## config.mk

```make
export PLATFORM = sky130hd
export DESIGN_NAME = alu_op_sequencer
export DESIGN_NICKNAME = d
export VERILOG_FILES = /design/src/rtl/alu_ctrl_pkg.sv /design/src/rtl/alu_logic_unit.sv /design/src/rtl/alu_op_sequencer.sv
export SDC_FILE = /design/constraint.sdc
export NUM_CORES = 1
export LEC_CHECK = 0
export ABC_AREA = 0
export CAP_MARGIN = 0
export CORE_MARGIN = 2
export CORE_UTILIZATION = 40
export DETAILED_ROUTE_END_ITERATION = 12
export HOLD_SLACK_MARGIN = 0.15
export PLACE_DENSITY = 0.68
export SYNTH_ARGS = -nofsm -noshare
export SYNTH_HDL_FRONTEND = slang
export SYNTH_SLANG_ARGS = --single-unit
```

## constraint.sdc

```tcl
create_clock -name clk -period 4.5 [get_ports clk]
set_clock_uncertainty 0.15 [all_clocks]
set_input_delay 0.9 -clock clk [delete_from_list [all_inputs] [get_ports clk]]
set_output_delay 0.9 -clock clk [all_outputs]
set_load 0.01 [all_outputs]
```

## src/rtl/alu_ctrl_pkg.sv

```systemverilog
// Shared opcode constants, FSM state encoding and datapath defaults for the ALU sequencer.
package alu_ctrl_pkg;

  localparam int WIDTH = 16;
  localparam int CNT_W = 4;

  localparam logic [3:0] OP_AND  = 4'h0;
  localparam logic [3:0] OP_OR   = 4'h1;
  localparam logic [3:0] OP_NOR  = 4'h2;
  localparam logic [3:0] OP_XOR  = 4'h3;
  localparam logic [3:0] OP_XNOR = 4'h4;
  localparam logic [3:0] OP_NAND = 4'h5;
  localparam logic [3:0] OP_NOT  = 4'h6;
  localparam logic [3:0] OP_PASSB = 4'h7;
  localparam logic [3:0] OP_SHL  = 4'h8;
  localparam logic [3:0] OP_SHR  = 4'h9;
  localparam logic [3:0] OP_ROL  = 4'hA;
  localparam logic [3:0] OP_CLR  = 4'hB;

  typedef enum logic [1:0] {
    ST_IDLE  = 2'd0,
    ST_SHIFT = 2'd1,
    ST_HOLD  = 2'd2
  } state_t;

  function automatic logic is_shift(input logic [3:0] op);
    return (op == OP_SHL) || (op == OP_SHR) || (op == OP_ROL);
  endfunction

  function automatic logic is_illegal(input logic [3:0] op);
    return op >= 4'hC;
  endfunction

endpackage

```

## src/rtl/alu_logic_unit.sv

```systemverilog
// Combinational bitwise unit: (opcode, A, B) -> result for the single-cycle ops.
// Shift and illegal opcodes return zero; the sequencer handles those itself.
module alu_logic_unit
  import alu_ctrl_pkg::*;
#(
  parameter int WIDTH = alu_ctrl_pkg::WIDTH
) (
  input  logic [3:0]       opcode,
  input  logic [WIDTH-1:0] a,
  input  logic [WIDTH-1:0] b,
  output logic [WIDTH-1:0] result
);

  always_comb begin
    result = '0;
    case (opcode)
      OP_AND:   result = a & b;
      OP_OR:    result = a | b;
      OP_NOR:   result = ~(a | b);
      OP_XOR:   result = a ^ b;
      OP_XNOR:  result = ~(a ^ b);
      OP_NAND:  result = ~(a & b);
      OP_NOT:   result = ~a;
      OP_PASSB: result = b;
      default:  result = '0;
    endcase
  end

endmodule

```

## src/rtl/alu_op_sequencer.sv

```systemverilog
// One-command-at-a-time ALU controller: bitwise ops take 1 cycle, shifts/rotates 1+k cycles.
// Result and flags are held in HOLD until out_ready; no new command is taken until then.
module alu_op_sequencer
  import alu_ctrl_pkg::*;
#(
  parameter int WIDTH = alu_ctrl_pkg::WIDTH,
  parameter int CNT_W = alu_ctrl_pkg::CNT_W
) (
  input  logic             clk,
  input  logic             rst,
  input  logic             in_valid,
  output logic             in_ready,
  input  logic [3:0]       opcode,
  input  logic [WIDTH-1:0] a,
  input  logic [WIDTH-1:0] b,
  input  logic             use_acc,
  input  logic             write_acc,
  output logic             out_valid,
  input  logic             out_ready,
  output logic [WIDTH-1:0] result,
  output logic             zero,
  output logic             parity,
  output logic             err,
  output logic [WIDTH-1:0] acc
);

  state_t           state;
  logic [3:0]       op_q;
  logic             wacc_q;
  logic [WIDTH-1:0] work;
  logic [CNT_W-1:0] cnt;

  logic [WIDTH-1:0] a_sel;
  logic [WIDTH-1:0] lu_res;
  logic [WIDTH-1:0] fin_res;
  logic [WIDTH-1:0] work_nxt;
  logic [CNT_W-1:0] k;
  logic             illegal;
  logic             shift_op;

  assign a_sel    = use_acc ? acc : a;
  assign k        = b[CNT_W-1:0];
  assign illegal  = is_illegal(opcode);
  assign shift_op = is_shift(opcode);

  alu_logic_unit #(.WIDTH(WIDTH)) u_logic (
    .opcode (opcode),
    .a      (a_sel),
    .b      (b),
    .result (lu_res)
  );

  // A zero-length shift completes straight from IDLE with A unchanged.
  always_comb begin
    fin_res = lu_res;
    if (shift_op)
      fin_res = a_sel;
    else if (illegal)
      fin_res = '0;
  end

  always_comb begin
    work_nxt = {work[WIDTH-2:0], work[WIDTH-1]};
    case (op_q)
      OP_SHL:  work_nxt = work << 1;
      OP_SHR:  work_nxt = work >> 1;
      default: work_nxt = {work[WIDTH-2:0], work[WIDTH-1]};
    endcase
  end

  always_ff @(posedge clk) begin
    if (rst) begin
      state     <= ST_IDLE;
      in_ready  <= 1'b1;
      out_valid <= 1'b0;
      result    <= '0;
      zero      <= 1'b0;
      parity    <= 1'b0;
      err       <= 1'b0;
      acc       <= '0;
      cnt       <= '0;
      work      <= '0;
      op_q      <= '0;
      wacc_q    <= 1'b0;
    end else begin
      case (state)
        ST_IDLE: begin
          if (in_valid && in_ready) begin
            op_q     <= opcode;
            wacc_q   <= write_acc;
            in_ready <= 1'b0;
            if (shift_op && (k != '0)) begin
              work  <= a_sel;
              cnt   <= k;
              state <= ST_SHIFT;
            end else begin
              result    <= fin_res;
              zero      <= (fin_res == '0);
              parity    <= ^fin_res;
              err       <= illegal;
              out_valid <= 1'b1;
              state     <= ST_HOLD;
              if (write_acc && !illegal)
                acc <= fin_res;
            end
          end
        end
        ST_SHIFT: begin
          work <= work_nxt;
          cnt  <= cnt - 1'b1;
          if (cnt == CNT_W'(1)) begin
            result    <= work_nxt;
            zero      <= (work_nxt == '0);
            parity    <= ^work_nxt;
            err       <= 1'b0;
            out_valid <= 1'b1;
            state     <= ST_HOLD;
            if (wacc_q)
              acc <= work_nxt;
          end
        end
        ST_HOLD: begin
          if (out_ready) begin
            out_valid <= 1'b0;
            in_ready  <= 1'b1;
            state     <= ST_IDLE;
          end
        end
        default: state <= ST_IDLE;
      endcase
    end
  end

endmodule

```

== Word-level counts from Yosys, hierarchy flattened ==
Cells that the tools add are included.
Cells by class
  add/sub/neg operators: 1
  order comparisons: 1
  equality and inequality tests: 22
  multiplexer cells: 46
  bitwise logic cells: 7
  reduce and logical (&&, ||, !) cells: 23
Operators by type and width (count)
  $mux 16: 13
  $pmux 16 s2: 4
  $pmux 16 s8: 1
  $not 16->16: 4
  $logic_not 16->1: 2
  $reduce_xor 16->1: 2
  $eq 4x4->1 const B: 5
  $and 16x16->16: 1
  $eq 4x3->1 const B: 4
  $or 16x16->16: 1
  $xor 16x16->16: 1
  $mux 1: 15
  $ne 2x2->1 const B: 7
  $reduce_and 3->1: 3
  $eq 4x1->1 const B: 2
  $eq 4x2->1 const B: 2
  $mux 2: 4
  $mux 4: 2
  $pmux 1 s2: 4
  $pmux 4 s2: 1
  $pmux 2 s3: 1
  $reduce_and 6->1: 1
  $reduce_and 5->1: 1
  $ge 4x4->1 const B: 1
  14 further kinds: 18
Storage, ports and cells
  register bits: 64
  input port bits: 42
  output and inout bits: 37

== Longest topological paths before layout ==
Gate-level depths: netlist of the first run.
  depth in word-level cells: 10
  depth in mapped cells: 15
  gate-level depth less buffers: 13

== Modules after synthesis ==
Synthesis of the first run repeated with hierarchy kept, for this count alone.
Second synthesis, totals
  cell total of the unflattened synthesis: 702
  area total of the unflattened synthesis: 5522.8 µm²
By module, submodules not included
  alu_op_sequencer: times used 1, cells an instance 464, area each 3872.5 µm²
  alu_logic_unit: times used 1, cells an instance 238, area each 1650.3 µm²

== Worst setup path before layout of the first run ==
OpenSTA, ideal clock, no wires.
  path kind: input -> register
  from: input port use_acc
  to: register parity
  library setup time: 0.122 ns
  arrival: 3.701 ns
  slack: 0.527 ns
  stages: 14
  cells stage by stage: buf_2 > buf_4 > mux2i_1 > inv_1 > ha_1 > mux2_2 > a222oi_1 > and3_1 > ha_1 > xnor2_1 > xnor2_1 > xnor2_1 > nor4_1 > a311o_1
On the way
  word-level cells in the longest chain between the ends: 10
  elaborated cells between the ends (all ways): 15
RTL lines
  start, declared: line alu_op_sequencer.sv:16  | input logic use_acc,
  $mux 16 *: line alu_op_sequencer.sv:41  | assign a_sel = use_acc ? acc : a;
  $and 16x16->16, or another cell as far along: line alu_logic_unit.sv:17, alu_logic_unit.sv:22
  $not 16->16 (on tied branches): line alu_logic_unit.sv:22, alu_logic_unit.sv:19, alu_logic_unit.sv:21
  $pmux 16 s8: line alu_logic_unit.sv:16  | case (opcode)
  $mux 16: line alu_op_sequencer.sv:58  | else if (illegal)
  $mux 16 *: line alu_op_sequencer.sv:56  | if (shift_op)
  $reduce_xor 16->1 *: line alu_op_sequencer.sv:99  | parity <= ^fin_res;
  $mux 1 *: line alu_op_sequencer.sv:92  | if (shift_op && (k != '0)) begin
  $mux 1 *: line alu_op_sequencer.sv:88  | if (in_valid && in_ready) begin
  $pmux 1 s2 *: line alu_op_sequencer.sv:86  | case (state)
  end signal, assigned: line alu_op_sequencer.sv:99
  end signal, assigned: line alu_op_sequencer.sv:114  | parity <= ^work_nxt;
  end, declared: line alu_op_sequencer.sv:22  | output logic parity,
Mark *: on every way between the ends. The rest lies on a longest branch, timed or not. The select of a mux whose other input is x is not followed.
A chain may end at the register's enable or synchronous reset.

== Final worst setup path of the first run ==
Same ends and word-level chain as after synthesis.

==> results of run 1 <==
-- worst max-delay path, stage by stage --
cell and delay [ps]:
clkdlybuf4s50_1 530, buf_12 180, mux2i_1 290, buf_4 170
inv_1 50, ha_1 190, mux2i_1 140, o21ai_0 140
nor3_1 350, buf_4 170, ha_1 220, xnor2_1 210
xnor2_1 170, xnor2_1 160, nor4_1 70, a311o_1 320
-- cell type report --
type,instances,area [µm²],area share
flip-flops and latches,64,1280,0.191
clock inverters,7,120,0.0179
repair buffers,137,1260,0.188
multi-input cells,460,3480,0.517
inverters,38,143,0.0212
clock buffers,9,225,0.0335
well taps,172,215,0.0320
-- stage by stage --
step           utilization  power [mW]  instances  setup slack, ps  instance area [µm²]
2_1_floorplan            -        1.01        604              527                 5140
3_3_place_gp         0.507        1.23        871             53.7                 6380
3_5_place_dp         0.507        1.25        871             11.9                 6380
4_1_cts              0.535        2.08        887              371                 6720
5_1_grt              0.535        2.16        887              105                 6720
6_report             0.535        2.08        887              318                 6720
-- how the worst max path moves through the flow --
stage,startpoint,to
detailed placement,use_acc,parity
CTS,use_acc,parity
global route,use_acc,parity
floorplan,use_acc,parity
global placement,use_acc,parity
finish,use_acc,parity
-- power breakdown --
part | internal, mW | switching [mW]
Combinational | 0.296 | 0.324
Clock | 0.542 | 0.287
Sequential | 0.602 | 0.0299
Total | 1.44 | 0.641
-- metal layers --
| metal | routed length, µm | track usage |
|---|---|---|
| met1 | 7700 | 0.329 |
| met2 | 8650 | 0.439 |
| met3 | 1530 | 0.0739 |
| met4 | 636 | 0.128 |
| met5 | 0 | 0 |
-- synthesized netlist by cell type, types with 2 or more instances --
cell type  number  area share
dfxtp_1        64        0.25
nor4_4          2      0.0083
nand2b_1        5      0.0061
o2bb2ai_1      12       0.020
and2_1          4      0.0049
or4b_1          3      0.0058
nand3_1         3      0.0029
buf_2          11       0.011
a22o_1          3      0.0051
and3_1          9       0.011
nand3b_1        2      0.0029
mux2_2          9       0.020
o211ai_1       20       0.029
a32o_1         30       0.058
nand4_1        13       0.016
or3_1           2      0.0024
buf_6           7       0.015
nor3_1         21       0.020
nor2b_1         7      0.0085
mux2i_1        46       0.090
clkbuf_1       15       0.011
nor2_1         22       0.016
nor4_1          2      0.0024
ha_1           50        0.12
inv_1          38       0.028
a222oi_1        9       0.018
o21ai_0        13       0.013
o22ai_1        15       0.018
nor3b_1         6      0.0088
or4_1           2      0.0029
buf_4           8       0.012
a21oi_1        54       0.053
nand2_1        61       0.045
xnor2_1        14       0.024
-- logic make-up (layout without fill, tap and decap cells) --
family | after synthesis | in the layout | synth area share
AO/OA/AOI/OAI | 166 | 166 | 0.232
XOR/XNOR | 14 | 14 | 0.0239
adder cells (fa/ha/maj) | 50 | 50 | 0.122
buffers and inverters | 80 | 191 | 0.0772
flip-flops | 64 | 64 | 0.249
multiplexers | 55 | 55 | 0.109
AND/OR/NAND/NOR | 175 | 175 | 0.186
-- flip-flops by register name, indices dropped and copies added (netlist names) --
register   count
acc           16
result        16
work          16
cnt            4
op_q           4
state          2
err            1
in_ready       1
out_valid      1
parity         1
wacc_q         1
zero           1
==> results.sh, run 1 <==
export IMPL_run_status="finished, final reports clean"
export IMPL_hold_path_class="reg -> reg"
export IMPL_synth_enable_flop_cells=0
export IMPL_slew_headroom=0.314
export IMPL_syn_cell_area_um2=5140
export IMPL_seq_area_frac_synth=0.249
export IMPL_max_vdd_ir_drop_uv=266
export IMPL_cts_post_setup_buffers_inserted=0
export IMPL_detailed_place_hpwl_um=13600
export IMPL_area_growth_syn_to_layout_pct=30.9
export IMPL_hold_viol=0
export IMPL_grt_start_max_net_pins=36
export IMPL_chipHeight_um=117
export IMPL_htreeDepth=3
export IMPL_drv_cap=0
export IMPL_start_util=0.409
export IMPL_final_common_cell="clkdlybuf4s50_1"
export IMPL_holdCritStartpoint="out_valid"
export IMPL_cts_sinks=64
export IMPL_drtAntennaViolNets=0
export IMPL_ff2ff_path_depth=14
export IMPL_die_w_um=117
export IMPL_crit_reg2reg_launch="acc[11]"
export IMPL_cts_root_buf="clkbuf_16"
export IMPL_timing_final_crit_period_ps=4180
export IMPL_gr_usage_all_layers=0.269
export IMPL_worst_case_register_to_register_setup_slack_ps=1310
export IMPL_worstPathMaxFanout=10
export IMPL_clkTransAtPathRegs_ps=60
export IMPL_std_cell_rows=41
export IMPL_critical_path_required_ps=4590
export IMPL_fillerInstances=1198
export IMPL_post_route_drc_count=0
export IMPL_nets=802
export IMPL_postSynthRegisterBits=64
export IMPL_number_of_drc_markers_in_iteration_0=536
export IMPL_gr_total_overflow=0
export IMPL_syn_inst=604
export IMPL_worst_endpoint_arrival_ps=4270
export IMPL_place_congestion=0.999
export IMPL_cp_end_kind="register"
export IMPL_first_global_vias=5491
export IMPL_first_pass_iters=6
export IMPL_final_layout_size_suffix_gt1_frac=0.136
export IMPL_async_flop_share=0
export IMPL_numPortBuffers=78
export IMPL_tritoncts="done"
export IMPL_antenna_found_initial=0
export IMPL_power_leakage_nw=2.68
export IMPL_cts_buffers_inserted=9
export IMPL_cts_resized_gates=0
export IMPL_holdBufCountCts=0
export IMPL_core_area_um2=12600
export IMPL_setup_tns_final_ps=0
export IMPL_io_pins=79
export IMPL_synth_nets=696
export IMPL_worst_hold_path_num_cells=2
export IMPL_startpoint_types="primary input"
export IMPL_most_common_layout_cells="clkdlybuf4s50_1 (78), dfxtp_1 (64), nand2_1 (61)"
export IMPL_post_synth_num_cell_types=56
export IMPL_report_final_setup_viol=0
export IMPL_power_per_cell_area_nw_per_um2=310
export IMPL_routed_vias_inst=6.04
export IMPL_vias=5357
export IMPL_total_routed_length_um=18500
export IMPL_max_clock_path_buffers=2
export IMPL_grt_pass1_wl_um=29100
export IMPL_slew_viol_final=0
export IMPL_criticalPathCategory="in -> reg"
export IMPL_critical_register_to_register_path_endpoint="parity"
export IMPL_clock_fmax_mhz=239
export IMPL_clk_insertion_delay_late_ps=350
export IMPL_syn_area_per_cell_um2=8.50
export IMPL_synth_flop_cell="dfxtp_1"
export IMPL_die_area_um2=13800
export IMPL_unrepaired_setup_endpoints_after_global_routing="false"
export IMPL_whs_endpoint="out_valid"
export IMPL_period_share=0.929
export IMPL_synth_warning_count=0
export IMPL_n_antenna_cell=0
export IMPL_wire_per_inst_um=20.9
export IMPL_timing_hold_ws_ps=302
export IMPL_worst_slew_pin_slew_ps=1020
No activity file was read; power rests on OpenSTA's default activity.
==> run 2, diff against run 1 <==
--- a/config.mk
+++ b/config.mk
@@ -6,9 +6,9 @@
 export NUM_CORES = 1
 export LEC_CHECK = 0
 export ABC_AREA = 0
-export CAP_MARGIN = 0
 export CORE_MARGIN = 2
 export CORE_UTILIZATION = 40
+export CTS_CLUSTER_SIZE = 16
 export DETAILED_ROUTE_END_ITERATION = 12
 export HOLD_SLACK_MARGIN = 0.15
 export PLACE_DENSITY = 0.68
==> results of run 2 <==
Final layout, timing and power as in run 1 (identical DEF).
==> run 3, diff against run 2 <==
--- a/config.mk
+++ b/config.mk
@@ -6,6 +6,7 @@
 export NUM_CORES = 1
 export LEC_CHECK = 0
 export ABC_AREA = 0
+export ABC_CLOCK_PERIOD_IN_PS = 4500
 export CORE_MARGIN = 2
 export CORE_UTILIZATION = 40
 export CTS_CLUSTER_SIZE = 16
==> results of run 3 <==
Final layout, timing and power as in run 1 (identical DEF).
